==> src/rtl/multi_seq_detector_pkg.sv <==
// Shared types and helpers for the multi-lane sequence detector.
package multi_seq_det_pkg;

   // Largest pattern length any lane may be built with; the fill counter is
   // sized so it can hold this value.
   localparam int unsigned PAT_W_MAX = 32;
   localparam int unsigned FILL_W    = $clog2(PAT_W_MAX + 1);

   typedef logic [FILL_W-1:0] fill_t;

   // Effective pattern length: position of the highest care bit plus one.
   // An all-zero mask yields 0, which disables the lane.
   function automatic fill_t msb_len(input logic [PAT_W_MAX-1:0] mask);
      fill_t len;
      len = '0;
      for (int i = 0; i < PAT_W_MAX; i++) begin
         len = mask[i] ? fill_t'(i + 1) : len;
      end
      return len;
   endfunction

endpackage

==> src/rtl/multi_seq_detector_if.sv <==
// Configuration, stream and status signals of the multi-lane sequence detector.
interface multi_seq_detector_if #(
   parameter int PAT_W   = 8,
   parameter int NUM_PAT = 2,
   parameter int CNT_W   = 8
);
   localparam int IDX_W = (NUM_PAT > 1) ? $clog2(NUM_PAT) : 1;

   logic               cfg_we;
   logic [IDX_W-1:0]   cfg_idx;
   logic [PAT_W-1:0]   cfg_pattern;
   logic [PAT_W-1:0]   cfg_mask;
   logic               cfg_overlap;
   logic               din_valid;
   logic               din;
   logic               cnt_clr;
   logic [NUM_PAT-1:0] seen;
   logic               seen_any;
   logic [CNT_W-1:0]   match_cnt;

   // Stimulus / configuration side.
   modport master (
      output cfg_we, cfg_idx, cfg_pattern, cfg_mask, cfg_overlap,
      output din_valid, din, cnt_clr,
      input  seen, seen_any, match_cnt
   );

   // Detector side.
   modport slave (
      input  cfg_we, cfg_idx, cfg_pattern, cfg_mask, cfg_overlap,
      input  din_valid, din, cnt_clr,
      output seen, seen_any, match_cnt
   );
endinterface

==> src/rtl/multi_seq_detector_lane.sv <==
// One pattern lane: holds its pattern and care mask, counts fresh beats and
// compares against the shared post-shift history.
module seq_match_lane
   import multi_seq_det_pkg::*;
#(
   parameter int PAT_W = 8
) (
   input  logic             clk,
   input  logic             resetn,
   input  logic             cfg_we_i,
   input  logic [PAT_W-1:0] cfg_pattern_i,
   input  logic [PAT_W-1:0] cfg_mask_i,
   input  logic             overlap_i,
   input  logic             beat_i,
   input  logic [PAT_W-1:0] hist_i,
   output logic             match_o,
   output logic             seen_o
);
   localparam fill_t FILL_MAX = fill_t'(PAT_W);

   logic [PAT_W-1:0]     pat_q;
   logic [PAT_W-1:0]     mask_q;
   fill_t                fill_q;
   fill_t                fill_d;
   fill_t                fill_inc_s;
   fill_t                len_s;
   logic [PAT_W_MAX-1:0] mask_ext_s;
   logic                 match_s;
   logic                 seen_q;

   // Lane length derived from the highest care bit.
   always_comb begin
      mask_ext_s              = '0;
      mask_ext_s[PAT_W-1:0]   = mask_q;
      len_s                   = msb_len(mask_ext_s);
   end

   // Fill count after the current beat, saturating at the pattern width.
   always_comb begin
      if (fill_q == FILL_MAX) begin
         fill_inc_s = fill_q;
      end else begin
         fill_inc_s = fill_q + fill_t'(1);
      end
   end

   // Match needs enough fresh bits so a zeroed/stale history can't fake a hit;
   // a config write on the same beat suppresses it.
   always_comb begin
      match_s = beat_i && !cfg_we_i && (mask_q != '0) &&
                (((hist_i ^ pat_q) & mask_q) == '0) && (fill_inc_s >= len_s);
   end

   // Fill counter: restarts on config write, or on a match in non-overlap mode.
   always_comb begin
      if (cfg_we_i) begin
         fill_d = '0;
      end else if (beat_i) begin
         if (match_s && !overlap_i) begin
            fill_d = '0;
         end else begin
            fill_d = fill_inc_s;
         end
      end else begin
         fill_d = fill_q;
      end
   end

   // Lane state registers and registered match pulse.
   always_ff @(posedge clk) begin
      if (!resetn) begin
         pat_q  <= '0;
         mask_q <= '0;
         fill_q <= '0;
         seen_q <= 1'b0;
      end else begin
         if (cfg_we_i) begin
            pat_q  <= cfg_pattern_i;
            mask_q <= cfg_mask_i;
         end else begin
            pat_q  <= pat_q;
            mask_q <= mask_q;
         end
         fill_q <= fill_d;
         seen_q <= match_s;
      end
   end

   assign match_o = match_s;
   assign seen_o  = seen_q;

endmodule

==> src/rtl/multi_seq_detector.sv <==
// Multi-lane programmable serial sequence detector: shared history shift
// register, per-lane matchers, combined pulse and saturating match counter.
module multi_seq_detector
   import multi_seq_det_pkg::*;
#(
   parameter int PAT_W   = 8,
   parameter int NUM_PAT = 2,
   parameter int CNT_W   = 8
) (
   input logic                clk,
   input logic                resetn,
   multi_seq_detector_if.slave bus
);
   localparam int               IDX_W   = (NUM_PAT > 1) ? $clog2(NUM_PAT) : 1;
   localparam logic [CNT_W-1:0] CNT_MAX = '1;

   logic [PAT_W-1:0]   hist_q;
   logic [PAT_W-1:0]   hist_d;
   logic [NUM_PAT-1:0] lane_we_s;
   logic [NUM_PAT-1:0] match_s;
   logic [NUM_PAT-1:0] seen_s;
   logic               seen_any_q;
   logic [CNT_W-1:0]   cnt_q;
   logic [CNT_W-1:0]   cnt_d;

   // Post-shift history: newest bit enters at bit 0, frozen on idle cycles.
   always_comb begin
      if (bus.din_valid) begin
         hist_d = {hist_q[PAT_W-2:0], bus.din};
      end else begin
         hist_d = hist_q;
      end
   end

   // Shared history register.
   always_ff @(posedge clk) begin
      if (!resetn) begin
         hist_q <= '0;
      end else begin
         hist_q <= hist_d;
      end
   end

   for (genvar gi = 0; gi < NUM_PAT; gi++) begin : g_lane
      // Out-of-range indices select no lane, so such writes are dropped.
      assign lane_we_s[gi] = bus.cfg_we && (bus.cfg_idx == IDX_W'(gi));

      seq_match_lane #(
         .PAT_W (PAT_W)
      ) u_lane (
         .clk           (clk),
         .resetn        (resetn),
         .cfg_we_i      (lane_we_s[gi]),
         .cfg_pattern_i (bus.cfg_pattern),
         .cfg_mask_i    (bus.cfg_mask),
         .overlap_i     (bus.cfg_overlap),
         .beat_i        (bus.din_valid),
         .hist_i        (hist_d),
         .match_o       (match_s[gi]),
         .seen_o        (seen_s[gi])
      );
   end

   // Counter next value: clear wins, otherwise +1 per matching cycle, saturating.
   always_comb begin
      if (bus.cnt_clr) begin
         cnt_d = '0;
      end else if ((|match_s) && (cnt_q != CNT_MAX)) begin
         cnt_d = cnt_q + CNT_W'(1);
      end else begin
         cnt_d = cnt_q;
      end
   end

   // Match counter and combined pulse, aligned with the per-lane seen flops.
   always_ff @(posedge clk) begin
      if (!resetn) begin
         cnt_q      <= '0;
         seen_any_q <= 1'b0;
      end else begin
         cnt_q      <= cnt_d;
         seen_any_q <= |match_s;
      end
   end

   assign bus.seen      = seen_s;
   assign bus.seen_any  = seen_any_q;
   assign bus.match_cnt = cnt_q;

endmodule

==> src/flat_wrapper.sv <==
// flat-port wrapper written by rule: the top's interface ports become plain ports
module multi_seq_detector_flat import multi_seq_det_pkg::*;
#(
   parameter int PAT_W   = 8,
   parameter int NUM_PAT = 2,
   parameter int CNT_W   = 8
)
  (clk, resetn, bus_cfg_we, bus_cfg_idx, bus_cfg_pattern, bus_cfg_mask, bus_cfg_overlap, bus_din_valid, bus_din, bus_cnt_clr, bus_seen, bus_seen_any, bus_match_cnt);
  multi_seq_detector_if #(.PAT_W(PAT_W), .NUM_PAT(NUM_PAT), .CNT_W(CNT_W)) bus_i ();
  input logic clk;
  input logic resetn;
  input wire logic [$bits(bus_i.cfg_we)-1:0] bus_cfg_we;
  input wire logic [$bits(bus_i.cfg_idx)-1:0] bus_cfg_idx;
  input wire logic [$bits(bus_i.cfg_pattern)-1:0] bus_cfg_pattern;
  input wire logic [$bits(bus_i.cfg_mask)-1:0] bus_cfg_mask;
  input wire logic [$bits(bus_i.cfg_overlap)-1:0] bus_cfg_overlap;
  input wire logic [$bits(bus_i.din_valid)-1:0] bus_din_valid;
  input wire logic [$bits(bus_i.din)-1:0] bus_din;
  input wire logic [$bits(bus_i.cnt_clr)-1:0] bus_cnt_clr;
  output wire logic [$bits(bus_i.seen)-1:0] bus_seen;
  output wire logic [$bits(bus_i.seen_any)-1:0] bus_seen_any;
  output wire logic [$bits(bus_i.match_cnt)-1:0] bus_match_cnt;
  assign bus_i.cfg_we = bus_cfg_we;
  assign bus_i.cfg_idx = bus_cfg_idx;
  assign bus_i.cfg_pattern = bus_cfg_pattern;
  assign bus_i.cfg_mask = bus_cfg_mask;
  assign bus_i.cfg_overlap = bus_cfg_overlap;
  assign bus_i.din_valid = bus_din_valid;
  assign bus_i.din = bus_din;
  assign bus_i.cnt_clr = bus_cnt_clr;
  assign bus_seen = bus_i.seen;
  assign bus_seen_any = bus_i.seen_any;
  assign bus_match_cnt = bus_i.match_cnt;
  multi_seq_detector #(.PAT_W(PAT_W), .NUM_PAT(NUM_PAT), .CNT_W(CNT_W)) u_core (.clk(clk), .resetn(resetn), .bus(bus_i));
endmodule
==> config.mk <==
export PLATFORM = sky130hd
export DESIGN_NAME = multi_seq_detector_flat
export DESIGN_NICKNAME = d
export VERILOG_FILES = /design/src/rtl/multi_seq_detector_pkg.sv /design/src/rtl/multi_seq_detector_if.sv /design/src/rtl/multi_seq_detector_lane.sv /design/src/rtl/multi_seq_detector.sv /design/src/flat_wrapper.sv
export SDC_FILE = /design/constraint.sdc
export NUM_CORES = 1
export LEC_CHECK = 0
export BUFFER_PORTS_ARGS = -buffer_cell sky130_fd_sc_hd__buf_2
export CORE_ASPECT_RATIO = 1.1
export CORE_MARGIN = 1.5
export CORE_UTILIZATION = 25
export DETAILED_ROUTE_END_ITERATION = 8
export PLACE_DENSITY = 0.46
export SYNTH_ARGS = -nofsm -noshare
export SYNTH_HDL_FRONTEND = slang
export SYNTH_SLANG_ARGS = --single-unit
==> constraint.sdc <==
create_clock -name clk -period 6 [get_ports clk]
set_input_delay 1.2 -clock clk [delete_from_list [all_inputs] [get_ports clk]]
set_output_delay 1.2 -clock clk [all_outputs]
set_load 0.005 [all_outputs]
; ---- Word-level counts from Yosys, hierarchy flattened
; Index checks and enable logic that the tools add are counted.
[op_classes]
n_addsub = 3
mul = 0
div = 0
magnitude_cmp = 2
eq_ne = 3
shifts = 0
mux = 21
bitwise_logic = 6
n_reduce_logical = 24
[ops]
columns = operator, n
row1 = $mux W6, 18
row2 = $and A8 B8 Y8, 2
row3 = $logic_not A8 Y1, 2
row4 = $reduce_bool A8 Y1, 2
row5 = $xor A8 B8 Y8, 2
row6 = $logic_and A1 B1 Y1, 13
row7 = $add A6 B1 Y6 const B, 2
row8 = $eq A6 B4 Y1 const B, 2
row9 = $ge A6 B6 Y1, 2
row10 = $add A8 B1 Y8 const B, 1
row11 = $mux W8, 1
row12 = $ne A8 B8 Y1 const B, 1
row13 = $reduce_or A2 Y1, 4
row14 = $logic_not A1 Y1, 3
row15 = $mux W1, 2
row16 = $not A1 Y1, 2
[word_totals]
ff_bits = 63
latch_bits = 0
ramBits = 0
mem_bits_ro = 0
in_bits = 24
out_inout_bits = 11
wordCells = 70
n_memories = 0

; ---- Longest topological paths before layout
[depth]
word_depth = 12
mapped_depth = 17
ltp_nobuf = 16

; ---- Cells and area by module
; From an unflattened synthesis, not the netlist that was laid out.
[unflattened]
cells_unflattened = 366
area_unflattened_um2 = 3409.5
[modules_own_cells]
columns = module, instances, cells_per_inst, area_per_inst_um2, seq_area_each_um2
row1 = seq_match_lane, 2, 144, 1316.3, 460.4
row2 = multi_seq_detector, 1, 78, 777.0, 340.3

; ---- Worst setup path after synthesis
; Ideal clock, no wire load.
[synth_timing]
path_type = input-to-reg
startpoint = in bus_din_valid
endpoint = reg u_core.cnt_q[7] (netlist: u_core.bus.match_cnt[7])
setup_ns = 0.070
arrival_time_ns = 2.931
required_time_ns = 5.930
slack_ns = 3.000
cell_stages = 10
path_buffers = 2
path_cell_list = buf_6 > mux2i_4 > xnor2_1 > a222oi_1 > o41ai_1 > nor2_1 > o21bai_1 > buf_6 > or3_1 > a21oi_1
[synth_between]
elab_chain_len = 8
word_cells_on_any_way = 17
cone_classes = mux: 1 / bitwise: 4 / reduce/logical: 12
[synth_rtl]
columns = element, line
row1 = from (decl), flat_wrapper.sv:17  ; input wire logic [$bits(bus_i.din_valid)-1:0] bus_din_valid;
row2 = $mux W8, multi_seq_detector.sv:28  ; if (bus.din_valid) begin
row3 = $xor A8 B8 Y8, multi_seq_detector_lane.sv:51  ; (((hist_i ^ pat_q) & mask_q) == '0) && (fill_inc_s >= len_s);
row4 = $and A8 B8 Y8, multi_seq_detector_lane.sv:51
row5 = $logic_not A8 Y1, multi_seq_detector_lane.sv:51
row6 = $logic_and A1 B1 Y1, multi_seq_detector_lane.sv:50  ; match_s = beat_i && !cfg_we_i && (mask_q != '0) &&
row7 = $logic_and A1 B1 Y1, multi_seq_detector_lane.sv:51
row8 = $reduce_or A2 Y1 *, multi_seq_detector.sv:68  ; end else if ((|match_s) && (cnt_q != CNT_MAX)) begin
row9 = $logic_and A1 B1 Y1 *, multi_seq_detector.sv:68
row10 = to (signal assigned), multi_seq_detector.sv:81  ; cnt_q <= cnt_d;
row11 = to (decl), multi_seq_detector.sv:23  ; logic [CNT_W-1:0] cnt_q;
; Every way passes the cells marked *; elsewhere a longest branch is shown, timed or not.
; A chain may end at the register's enable or synchronous reset.

; ---- Worst setup path after layout
[layout_timing]
startpoint = in bus_din_valid
endpoint = reg u_core.cnt_q[5] (netlist: u_core.bus.match_cnt[5])
; Same word-level chain as after synthesis.

==> flow_metrics.py <==
metrics = {
    "clocking": {
        "clkLatencyLatePin_ns": 0.33,
        "cts_root_buf": "clkbuf_16",
        "clock-sinks": 63,
        "cts_resized": 0,
        "hold_buffers": 0,
        "cts.clk_slew.worst_paths_ns": 0.05,
        "cts_max_path_buffers": 2,
        "htree_levels": 3,
        "cts_tree": "done",
        "cts_buffers": 9,
        "cts_setup_buffers": 0,
    },
    "detailed_routing": {
        "detail_route.wl_per_cell_um": 14.3,
        "drc": 0,
        "wirelength_um": 8220,
        "viasPerCell": 4.68,
        "drtPass1Iterations": 4,
        "antenna_left": 0,
        "drt_iter0_markers": 133,
        "num_vias": 2697,
    },
    "cells_and_area": {
        "fillers": 1379,
        "antenna_cells": 0,
        "nets": 451,
        "final_layout_size_suffix_gt1_share_pct": 14.8,
        "syn2layout_area_growth_pct": 18.1,
        "fin_util_pct": 30.3,
    },
    "synthesis": {
        "synth_ff_type": "dfxtp_1",
        "syn-num-nets": 422,
        "synth_cell_types": 46,
        "async_flop_share_pct": 0,
        "yosysWarnings": 0,
        "syn-cell-area_um2": 3240,
        "netlist_instances": 385,
        "syn_avg_cell_area_um2": 8.42,
        "ys_ff_latch": 63,
        "yosysSeqAreaShare_pct": 38.9,
        "synth_edf_count": 0,
    },
    "timing": {
        "worstMarginPinSlew_ns": 0.818,
        "hold_viol": 0,
        "period_share_pct": 57.4,
        "setup_viol": 0,
        "fmax_mhz": 290,
        "slew_headroom_pct": 45.5,
        "period_needed_ns": 3.44,
        "slew_violations": 0,
        "tns_ns": 0,
        "setup_ws_ns": 2.56,
        "rsz0062_at_grt": "false",
        "whs_ns": 0.487,
        "skew_ns": 0.00720,
    },
    "power": {
        "ir_drop_uv": 197,
        "power.leakage_uw": 0.00144,
        "p_per_area_nw_per_um2": 287,
    },
    "global_routing": {
        "overflow": 0,
        "antenna_found_initial": 0,
        "grt_pass1_wl_um": 13700,
        "grt_pass1_vias": 2619,
        "grt_use_total_pct": 12.8,
        "grt_max_degree": 49,
    },
    "floorplanning": {
        "ioPinCount": 35,
        "die_width_um": 112,
        "core_area_um2": 12600,
        "row_count": 43,
        "chipHeight_um": 122,
        "start_util_pct": 25.7,
        "dieArea_um2": 13700,
    },
    "setup_path": {
        "startpoint_type": "input port",
        "crit_path_end_kind": "flop",
        "r2r_slack_ns": 2.75,
        "crit_arrival_ns": 3.70,
        "r2r_cells": 12,
        "regToRegEndpoint": "u_core.bus.match_cnt[4]",
        "critPathKind": "input port to flop",
        "reg2reg_from": "u_core.g_lane[0].u_lane.fill_q[0]",
        "cp_max_fo": 17,
        "worstPathRequired_ns": 6.26,
    },
    "placed_design": {
        "port_buffers": 34,
        "place_congestion": 0.755,
        "pre_cts_slack_ns": 2.24,
        "place.detailed.hpwl_um": 6030,
    },
    "status": {
        "outcome": "finished, final reports clean",
    },
    "job": {
        "maxCapViolCount": 0,
    },
    "min_path": {
        "hold_class": "flop to flop",
        "min_path_cells": 2,
        "hold_start": "u_core.g_lane[1].u_lane.pat_q[4]",
        "min_to": "u_core.g_lane[1].u_lane.pat_q[4]",
    },
}
-- per-stage QoR --
step | total power, µW | area, µm² | cells
global placement | 570 | 3520 | 560
CTS | 1120 | 3830 | 576
global route | 1150 | 3830 | 576
floorplan | 537 | 3240 | 385
detailed placement | 571 | 3520 | 560
finish | 1100 | 3830 | 576
-- per-layer routing --
metal | GRT usage [%] | up-vias | wire length, µm
li1 | - | 1372 | -
met1 | 16.7 | 1255 | 4140
met2 | 20.1 | 57 | 3590
met4 | 5.22 | 0 | 150
met3 | 3.60 | 13 | 331
met5 | 0 | - | 0
-- cell type report --
type,instances,area [µm²],area share [%]
multi-input combinational,292,1840,47.9
sequential,63,1260,32.9
clock buffer,13,270,7.06
tap,157,196,5.13
timing repair buffer,35,178,4.64
inverter,13,48.8,1.27
clock inverter,3,40.0,1.05
-- cells in the final DEF, fill, tap and decap left out, drive strengths merged, types with 2 or more instances in the layout --
cell type | Yosys | layout
nor4 | 5 | 5
clkbuf | 12 | 13
inv | 13 | 13
o31ai | 3 | 3
a22o | 7 | 7
mux2i | 8 | 8
o21ai | 9 | 9
dfxtp | 63 | 63
and4b | 2 | 2
o41ai | 3 | 3
a21boi | 32 | 32
nand3 | 15 | 15
nand4 | 2 | 2
or2 | 3 | 3
buf | 5 | 35
nor2 | 29 | 29
clkinv | 0 | 2
xnor2 | 25 | 25
nor2b | 11 | 11
ha | 13 | 13
a21oi | 12 | 12
a22oi | 5 | 5
nand2 | 79 | 79
and2 | 4 | 4
nor3 | 5 | 5
and3 | 2 | 2
o21bai | 2 | 2
or3 | 6 | 6
-- cell usage after synthesis, types with 6 or more instances --
| cell type | count | area share, % |
|---|---|---|
| a22o_1 | 7 | 1.9 |
| xnor2_1 | 25 | 6.8 |
| nor2_1 | 29 | 3.4 |
| nand3_1 | 15 | 2.3 |
| dfxtp_1 | 63 | 39 |
| clkbuf_1 | 12 | 1.4 |
| or3_1 | 6 | 1.2 |
| inv_1 | 13 | 1.5 |
| ha_1 | 13 | 5.0 |
| nand2_1 | 79 | 9.1 |
| o21ai_0 | 9 | 1.4 |
| a21boi_0 | 32 | 7.4 |
| a21oi_1 | 12 | 1.9 |
| nor2b_1 | 11 | 2.1 |
-- cells by family (layout without fill, tap and decap cells) --
group / Yosys count / count (layout) / synth area share (%)
AND/OR/NAND/NOR: 166 / 166 / 23.8
adder cells (fa/ha/maj): 13 / 13 / 5.02
XOR/XNOR: 26 / 26 / 7.02
flip-flops: 63 / 63 / 38.9
buffers and inverters: 30 / 64 / 4.51
AO/OA/AOI/OAI: 79 / 79 / 17.4
multiplexers: 8 / 8 / 3.32
-- sequential cells by signal (all words and copies together), names as in the netlist --
signal and flops:
u_core.g_lane.u_lane.fill_q 12, u_core.hist_q 8, u_core.g_lane.u_lane.mask_q 16, u_core.g_lane.u_lane.pat_q 16, u_core.g_lane.u_lane.seen_o 2, u_core.bus.seen_any 1
u_core.bus.match_cnt 8
-- how the worst max path moves through the flow --
| stage | from | end | slack, ns | depth (start not counted) |
|---|---|---|---|---|
| final | bus_din_valid | u_core.bus.match_cnt[5] | 2.56 | 9 |
| after global routing | bus_din_valid | u_core.bus.match_cnt[5] | 2.29 | 9 |
| after CTS | bus_din_valid | u_core.bus.match_cnt[5] | 2.58 | 9 |
| after detailed placement | bus_din_valid | u_core.bus.match_cnt[5] | 2.24 | 9 |
| after global placement | bus_din_valid | u_core.bus.match_cnt[5] | 2.30 | 9 |
| after floorplan | bus_din_valid | u_core.bus.match_cnt[7] | 3.00 | 10 |
-- critical path: stages --
cell and delay [ns]:
buf_2 0.43, mux2i_2 0.35, xnor2_1 0.11, a221oi_1 0.30
nand3_1 0.17, nor2_1 0.23, o21bai_1 0.29, or4_1 0.47
a21oi_1 0.14
-- report_power, final --
part           total [µW]  leakage, µW  switching [µW]  internal (µW)
Clock                 538     0.000156             184            354
Combinational         112     0.000769            65.4           46.2
Sequential            449     0.000512            15.8            434
Total                1100      0.00144             265            834
(Power assumes the default switching activity.)
